==> config.mk <==
export PLATFORM = sky130hd
export DESIGN_NAME = control_sequencer
export DESIGN_NICKNAME = d
export VERILOG_FILES = /design/src/rtl/cpu_pkg.sv /design/src/rtl/op_decoder.sv /design/src/rtl/control_sequencer.sv
export SDC_FILE = /design/constraint.sdc
export NUM_CORES = 1
export LEC_CHECK = 0
export BUFFER_PORTS_ARGS = -buffer_cell sky130_fd_sc_hd__buf_2
export CAP_MARGIN = 20
export CORE_MARGIN = 2
export CORE_UTILIZATION = 43
export DETAILED_ROUTE_END_ITERATION = 10
export HOLD_SLACK_MARGIN = 0.03
export PLACE_DENSITY_LB_ADDON = 0.08
export SKIP_CTS_REPAIR_TIMING = 1
export SLEW_MARGIN = 10
export SYNTH_ARGS = -nofsm -noshare
export SYNTH_HDL_FRONTEND = slang
export SYNTH_SLANG_ARGS = --single-unit
==> constraint.sdc <==
create_clock -name clk -period 5 [get_ports clk]
set_clock_uncertainty 0.15 [all_clocks]
set_input_delay 0.25 -clock clk [delete_from_list [all_inputs] [get_ports clk]]
set_output_delay 0.25 -clock clk [all_outputs]
set_load 0.05 [all_outputs]
==> src/rtl/cpu_pkg.sv <==
// cpu_pkg: opcodes, IR field positions, sequencer states and instruction classes
package cpu_pkg;
   localparam int OPW   = 5;
   localparam int ALUW  = 5;
   localparam int OP_LO = 27;
   localparam int RA_LO = 23;
   localparam int RB_LO = 19;
   localparam int RC_LO = 15;
   localparam int REG_W = 4;
   localparam logic [OPW-1:0] OP_LD   = 5'b00000;
   localparam logic [OPW-1:0] OP_LDI  = 5'b00001;
   localparam logic [OPW-1:0] OP_ST   = 5'b00010;
   localparam logic [OPW-1:0] OP_ADD  = 5'b00011;
   localparam logic [OPW-1:0] OP_SUB  = 5'b00100;
   localparam logic [OPW-1:0] OP_AND  = 5'b00101;
   localparam logic [OPW-1:0] OP_OR   = 5'b00110;
   localparam logic [OPW-1:0] OP_ROR  = 5'b00111;
   localparam logic [OPW-1:0] OP_ROL  = 5'b01000;
   localparam logic [OPW-1:0] OP_SHR  = 5'b01001;
   localparam logic [OPW-1:0] OP_SHRA = 5'b01010;
   localparam logic [OPW-1:0] OP_SHL  = 5'b01011;
   localparam logic [OPW-1:0] OP_ADDI = 5'b01100;
   localparam logic [OPW-1:0] OP_ANDI = 5'b01101;
   localparam logic [OPW-1:0] OP_ORI  = 5'b01110;
   localparam logic [OPW-1:0] OP_MUL  = 5'b01111;
   localparam logic [OPW-1:0] OP_DIV  = 5'b10000;
   localparam logic [OPW-1:0] OP_BR   = 5'b10010;
   localparam logic [OPW-1:0] OP_NOP  = 5'b11000;
   localparam logic [OPW-1:0] OP_HALT = 5'b11001;
   typedef enum logic [3:0] {RST, T0, T1, T2, T3, T4, T5, T6, T7, HALT} state_t;
   typedef enum logic [3:0] {C_RTYPE, C_IMM, C_MULDIV, C_LD, C_LDI, C_ST, C_BR, C_NOP, C_HALT} cls_e;
endpackage

==> src/rtl/op_decoder.sv <==
// op_decoder: maps an opcode to its execution class; unknown opcodes behave as NOP
module op_decoder
   import cpu_pkg::*;
(
   input  logic [OPW-1:0] op,
   output cls_e           cls
);
   assign cls = (op >= OP_ADD  && op <= OP_SHL) ? C_RTYPE :
                (op >= OP_ADDI && op <= OP_ORI) ? C_IMM :
                (op == OP_MUL  || op == OP_DIV) ? C_MULDIV :
                (op == OP_LD)   ? C_LD :
                (op == OP_LDI)  ? C_LDI :
                (op == OP_ST)   ? C_ST :
                (op == OP_BR)   ? C_BR :
                (op == OP_HALT) ? C_HALT : C_NOP;
endmodule

==> src/rtl/control_sequencer.sv <==
// control_sequencer: hardwired fetch/execute step sequencer driving the datapath strobes
module control_sequencer
   import cpu_pkg::*;
(
   input  logic            clk,
   input  logic            clr,
   input  logic [31:0]     ir,
   input  logic            con_ff,
   input  logic            mem_rdy,
   input  logic            stop,
   output logic            pc_out,
   output logic            zhigh_out,
   output logic            zlow_out,
   output logic            hi_out,
   output logic            lo_out,
   output logic            mdr_out,
   output logic            c_out,
   output logic            mar_in,
   output logic            pc_in,
   output logic            mdr_in,
   output logic            ir_in,
   output logic            y_in,
   output logic            z_in,
   output logic            hi_in,
   output logic            lo_in,
   output logic            con_in,
   output logic            inc_pc,
   output logic            read,
   output logic            write,
   output logic            gra,
   output logic            grb,
   output logic            grc,
   output logic            r_in,
   output logic            r_out,
   output logic            ba_out,
   output logic [ALUW-1:0] alu_op,
   output logic            run
);
   state_t         state, next, done;
   cls_e           cls;
   logic [OPW-1:0] op;
   logic           held, mem_cls, unused_ir;
   assign op        = ir[OP_LO +: OPW];
   assign unused_ir = ^ir[OP_LO-1:0];
   assign mem_cls   = cls == C_LD || cls == C_LDI || cls == C_ST;
   assign run       = state != RST && state != HALT;
   op_decoder u_dec (.op(op), .cls(cls));
   // state register; held marks the T1 wait cycles after the first so pc_in pulses once
   always_ff @(posedge clk or negedge clr) begin
      if (!clr) begin
         state <= RST;
         held  <= 1'b0;
      end else begin
         state <= next;
         held  <= state == T1 && !mem_rdy;
      end
   end
   // next-state selection and Moore strobe decode of the current step
   always_comb begin
      next = state;
      done = stop ? HALT : T0;
      {pc_out, zhigh_out, zlow_out, hi_out, lo_out, mdr_out, c_out, mar_in, pc_in, mdr_in,
       ir_in, y_in, z_in, hi_in, lo_in, con_in, inc_pc, read, write, gra, grb, grc,
       r_in, r_out, ba_out} = '0;
      alu_op = '0;
      case (state)
         RST: next = T0;
         T0: begin
            next   = T1;
            pc_out = 1'b1;
            mar_in = 1'b1;
            inc_pc = 1'b1;
            z_in   = 1'b1;
         end
         T1: begin
            next     = mem_rdy ? T2 : T1;
            zlow_out = 1'b1;
            pc_in    = !held;
            read     = 1'b1;
            mdr_in   = 1'b1;
         end
         T2: begin
            next    = cls == C_HALT ? HALT : cls == C_NOP ? done : T3;
            mdr_out = 1'b1;
            ir_in   = 1'b1;
         end
         T3: begin
            next   = T4;
            gra    = cls == C_MULDIV || cls == C_BR;
            grb    = !(cls == C_MULDIV || cls == C_BR);
            r_out  = !mem_cls;
            ba_out = mem_cls;
            y_in   = cls != C_BR;
            con_in = cls == C_BR;
         end
         T4: begin
            next   = T5;
            pc_out = cls == C_BR;
            y_in   = cls == C_BR;
            z_in   = cls != C_BR;
            grc    = cls == C_RTYPE;
            grb    = cls == C_MULDIV;
            r_out  = cls == C_RTYPE || cls == C_MULDIV;
            c_out  = cls == C_IMM || mem_cls;
            alu_op = cls == C_BR ? '0 : mem_cls ? OP_ADD : op;
         end
         T5: begin
            next     = (cls == C_RTYPE || cls == C_IMM || cls == C_LDI) ? done : T6;
            c_out    = cls == C_BR;
            z_in     = cls == C_BR;
            alu_op   = cls == C_BR ? OP_ADD : '0;
            zlow_out = cls != C_BR;
            lo_in    = cls == C_MULDIV;
            mar_in   = cls == C_LD || cls == C_ST;
            gra      = cls == C_RTYPE || cls == C_IMM || cls == C_LDI;
            r_in     = cls == C_RTYPE || cls == C_IMM || cls == C_LDI;
         end
         T6: begin
            next      = cls == C_LD ? (mem_rdy ? T7 : T6) : cls == C_ST ? T7 : done;
            zhigh_out = cls == C_MULDIV;
            hi_in     = cls == C_MULDIV;
            zlow_out  = cls == C_BR;
            pc_in     = cls == C_BR && con_ff;
            read      = cls == C_LD;
            mdr_in    = cls == C_LD || cls == C_ST;
            gra       = cls == C_ST;
            r_out     = cls == C_ST;
         end
         T7: begin
            next    = (cls == C_ST && !mem_rdy) ? T7 : done;
            mdr_out = cls == C_LD;
            gra     = cls == C_LD;
            r_in    = cls == C_LD;
            write   = cls == C_ST;
         end
         default: next = state;
      endcase
   end
endmodule

# == Word level (Yosys, flattened, before mapping) ==
# Index checks and enable logic that the tools add are counted.
# op_classes
order_cmp,4
eq_ne,24
muxes,44
n_reduce_logical,24
# op_table
operator,n
4-bit two-way mux,16
4-bit one-hot mux with 9 select lines,1
"4-bit by 3-bit == test with 1-bit output, second input constant",8
1-bit one-hot mux with 2 select lines,10
"4-bit by 2-bit == test with 1-bit output, second input constant",4
"5-bit == test, second input constant",3
"5-bit by 4-bit less-or-equal comparator with 1-bit output, second input constant",2
5-bit two-way mux,2
5-bit one-hot mux with 2 select lines,1
1-bit logical OR,9
1-bit two-way mux,9
1-bit one-hot mux with 3 select lines,3
9-bit nonzero test,1
"4-bit by 1-bit == test with 1-bit output, second input constant",2
"4-bit == test, second input constant",2
4-bit logical NOT,2
1-bit logical AND,6
"5-bit by 1-bit == test with 1-bit output, second input constant",1
"5-bit by 2-bit == test with 1-bit output, second input constant",1
"5-bit by 4-bit == test with 1-bit output, second input constant",1
"5-bit by 2-bit >= comparator with 1-bit output, second input constant",1
"5-bit by 4-bit >= comparator with 1-bit output, second input constant",1
5-bit logical NOT,1
1-bit logical NOT,4
other kinds (5),5
# word_totals
ff_bits,5
in_bits,37
out_inout_bits,31
elab_cells,98

# == Logic depth before layout (Yosys ltp) ==
# depth
word_depth,15
ltp_mapped,6
depth_no_buf,4

# == Hierarchy ==
# From an unflattened synthesis, not the netlist that was laid out.
# hier_totals
hier_cells,159
area_unflattened_um2,1073.5
# modules_own_cells
mod,instances,cells_each,area_each_um2,seq_area_each_um2
control_sequencer,1,134,914.6,125.1
op_decoder,1,25,158.9,0.0

# == Worst setup path before layout ==
# Ideal clock, no wire load.
# synth_timing
kind,register to output
from,register state[3]
to,output c_out
arrival_time_ns,2.157
required_time_ns,4.600
slack_ns,2.443
stages_incl_launch_ff,4
path_buffers,0
path_cell_list,dfrtp_1 -> nand2b_4 -> or3b_4 -> o31ai_1
# synth_between
elab_chain_len,2
word_cells_on_any_way,3
cone_classes,eq/ne: 2; mux: 1
# synth_lines
element,line_no,source
start: declaration,control_sequencer.sv:39,"state_t state, next, done;"
start signal: assignment,control_sequencer.sv:54,state <= next;
4-bit by 3-bit == test with 1-bit output,control_sequencer.sv:66,case (state)
1-bit one-hot mux with 2 select lines *,control_sequencer.sv:66,
end: declaration,control_sequencer.sv:17,"output logic c_out,"
# Every way passes the cells marked *; elsewhere a longest branch is shown, timed or not.

# == Worst setup path in the final report ==
# layout_timing
from,register state[3]
to,output grc
# layout_between
elab_chain_len,2
# layout_lines
element,line_no,source
4-bit by 3-bit == test with 1-bit output,control_sequencer.sv:66,
1-bit two-way mux,control_sequencer.sv:66,
end: declaration,control_sequencer.sv:32,"output logic grc,"
# No other way between the ends.

==> impl_metrics.ini <==
[power]
power_leakage_nw = 0.547
power_frac_comb_pct = 72.0
power_switching_mw = 0.369
intPower_mw = 0.202
power.density_mw_per_mm2 = 532
irDropWorstVdd_v = 0.000305
clkPwrFrac_pct = 8.3
swShare_pct = 64.6
p_seq_share_pct = 19.7

[sta]
max_freq_ghz = 0.408
fin_tns_setup_ns = 0
slew_viol_final = 0
slew_headroom_pct = 56.6
min_period_ns = 2.45
tightest_slew_ns = 0.646
rsz0062_at_grt = false
hold_violations = 0
final-setup-viol-count = 0
period_share_pct = 49.0

[synth]
muxShareOfSynthArea_pct = 2.41
synth_seq_cells = 5
yosys_most_used_dff = dfrtp_1
avgSynthCellArea_sq_um = 7.07
synth-edff-count = 0
synthTopCellsByArea = dfrtp_1 14%, nor2_1 6.8%, nand2_1 5.9%, buf_2 5.1%, nor4b_2 5.1%
yosysTopAreaCell = dfrtp_1
ys_warn_count = 0
synth_cells = 125
ys_seq_area_share_pct = 14.2
synth_compound_area_share_pct = 24.4
synth_top_area_share_pct = 14.2
synthXorXnorAreaFrac_pct = 0.992
synth-simple-area-share_pct = 46.2
yosys.area_share.adder_pct = 0
async_flop_share_pct = 100
syn-cell-area_sq_um = 883
ys_types = 45
synth_top_family_by_area = simple AND/OR/NAND/NOR gates

[min_path]
min_path_type = in2reg

[critical_path]
critPathBufInv = 1
start_kind = flip-flop
arrival_ns = 2.05
crit_path_cell_trace = nand2b_4, or3b_4, a2111oi_2, buf_2
cp_max_fo = 13
critPathSlowestCell = dfrtp_1
worstPathRequired_ns = 4.60
path_class = reg2out
crit_family = simple AND/OR/NAND/NOR gates
setup.worst_path.end_class = output port
slowest_delay_ns = 0.51

[clock_tree]
clockRootBuffer = clkbuf_4
path_clk_slew_ns = 0.04
cts_max_level = 1
clock_sinks = 5
cts_made_buffers = 3
clock_latency_ns = 0.25
cts_tree = built
clock_tree.buffer_depth = 2

[route]
drc = 0
vias = 1076
drt_wl_total_microns = 2450
drt_first_pass_iters = 4
wl_per_cell_microns = 13.4
drtIter0Drc = 28
routed_via_density = 5.88
antenna_left = 0

[status]
outcome = finished, final reports clean

[global_route]
grt_pass1_wl_microns = 4060
grt_max_degree = 17
antenna_found_initial = 0
grt_pass1_vias = 888
overflow = 0
grtUsageTotal_pct = 20.9

[cells_and_area]
syn_to_final_growth_pct = 21.4
multiInputGateArea_sq_um = 661
fillCellCount = 201
drive_above_1_share_pct = 34.0
num_antenna_cells = 0
register_area_sq_um = 125
finalNetCount = 194
fin_util_pct = 55.2
finish.instance_area_sq_mm = 0.00107

[placed_design]
gp_congestion = 0.831
io_buffers = 38
dpl-instance-area_sq_mm = 0.00104
dp_hpwl_microns = 1820

[floorplan]
start_util_pct = 45.5
ioPinCount = 68
core_sq_mm = 0.00194
std_cell_rows = 16
die_h_microns = 49.3
die_x_microns = 49.3
dieArea_sq_mm = 0.00243

[run]
drv_cap = 0
==> logic make-up (layout without fill, tap and decap cells) <==
family	after synthesis	count (layout)
simple gates	66	66
compound gates	30	30
buf+inv	20	50
flops	5	5
mux	2	2
other cells	1	2
xor+xnor	1	1
==> flip-flops by register name (all words and copies together) (netlist names) <==
register	count
held	1
state	4
==> per-stage QoR <==
| step | hold slack (ns) | power (mW) | std cells | worst slack, ns |
|---|---|---|---|---|
| after CTS | -0.342 | 0.572 | 182 | 2.54 |
| after global placement | -0.0837 | 0.519 | 178 | 2.82 |
| after floorplan | -0.196 | 0.449 | 126 | 2.44 |
| after global routing | 0.100 | 0.607 | 183 | 2.41 |
| final | 0.106 | 0.571 | 183 | 2.55 |
| after detailed placement | -0.0845 | 0.523 | 178 | 2.81 |
==> area by class of cell <==
type / count / share of cell area [%]
tap: 27 / 3.15
multi-input combinational: 101 / 61.6
timing repair buffer: 39 / 18.7
sequential: 5 / 11.7
clock buffer: 4 / 2.45
inverter: 7 / 2.45
==> Yosys cell counts, types with 2 or more instances <==
cell type   n
nor2_1     16
nand2_1    14
buf_2       9
inv_1       7
o21ai_0     6
dfrtp_1     5
nand3_1     5
a21oi_1     4
buf_4       4
o22ai_1     4
and2_1      3
nand4b_1    3
nor3_1      3
nor4b_2     3
o21ai_1     3
or3_1       3
a221oi_1    2
nand4_1     2
o31ai_1     2
or4_1       2
==> worst reg2reg max path, cell delays in order (launching register included) <==
cell,delay [ns]
dfrtp_1,0.65
and4bb_2,0.32
a221oi_1,0.41
nand4_1,0.15
==> power groups by stage <==
| stage | registers, mW | logic, mW | clock network (mW) |
|---|---|---|---|
| 2_1_floorplan | 0.0741 | 0.375 | 0 |
| 3_3_place_gp | 0.111 | 0.408 | 0 |
| 3_5_place_dp | 0.113 | 0.410 | 0 |
| 4_1_cts | 0.112 | 0.412 | 0.0478 |
| 5_1_grt | 0.120 | 0.436 | 0.0510 |
| 6_report | 0.113 | 0.411 | 0.0473 |
==> path summary, 6_finish.rpt <==
check / start / to / slack [ns] / cells past startpoint
worst max-delay path: state[3] / grc / 2.55 / 4
worst min-delay path: mem_rdy / held / 0.11 / 2
worst max register to register: state[0] / state[1] / 3.18 / 3
worst min register to register: state[3] / state[0] / 0.62 / 1
max in group asynchronous: clr / state[2] / 4.38 / 2
min in group asynchronous: clr / state[0] / 0.19 / 2
==> layout by cell type (no fill, tap or decap), drive strengths merged, types with 2 or more instances in the layout <==
cell / instances
a21oi: 4
a221oi: 2
and2: 3
buf: 38
clkbuf: 4
conb: 2
dfrtp: 5
inv: 7
nand2: 14
nand2b: 2
nand3: 5
nand4: 2
nand4b: 3
nor2: 16
nor3: 4
nor4b: 4
o211ai: 2
o21ai: 9
o22ai: 4
o31ai: 2
or3: 3
or4: 2
==> layer usage <==
metal	track usage, %	up-vias	share of wire, %
li1	-	515	-
met5	0	-	0
met1	26.6	511	43
met3	2.15	5	6.0
met4	5.71	0	0.90
met2	36.9	45	50
Note: power is estimated with default switching activity, not from simulation.
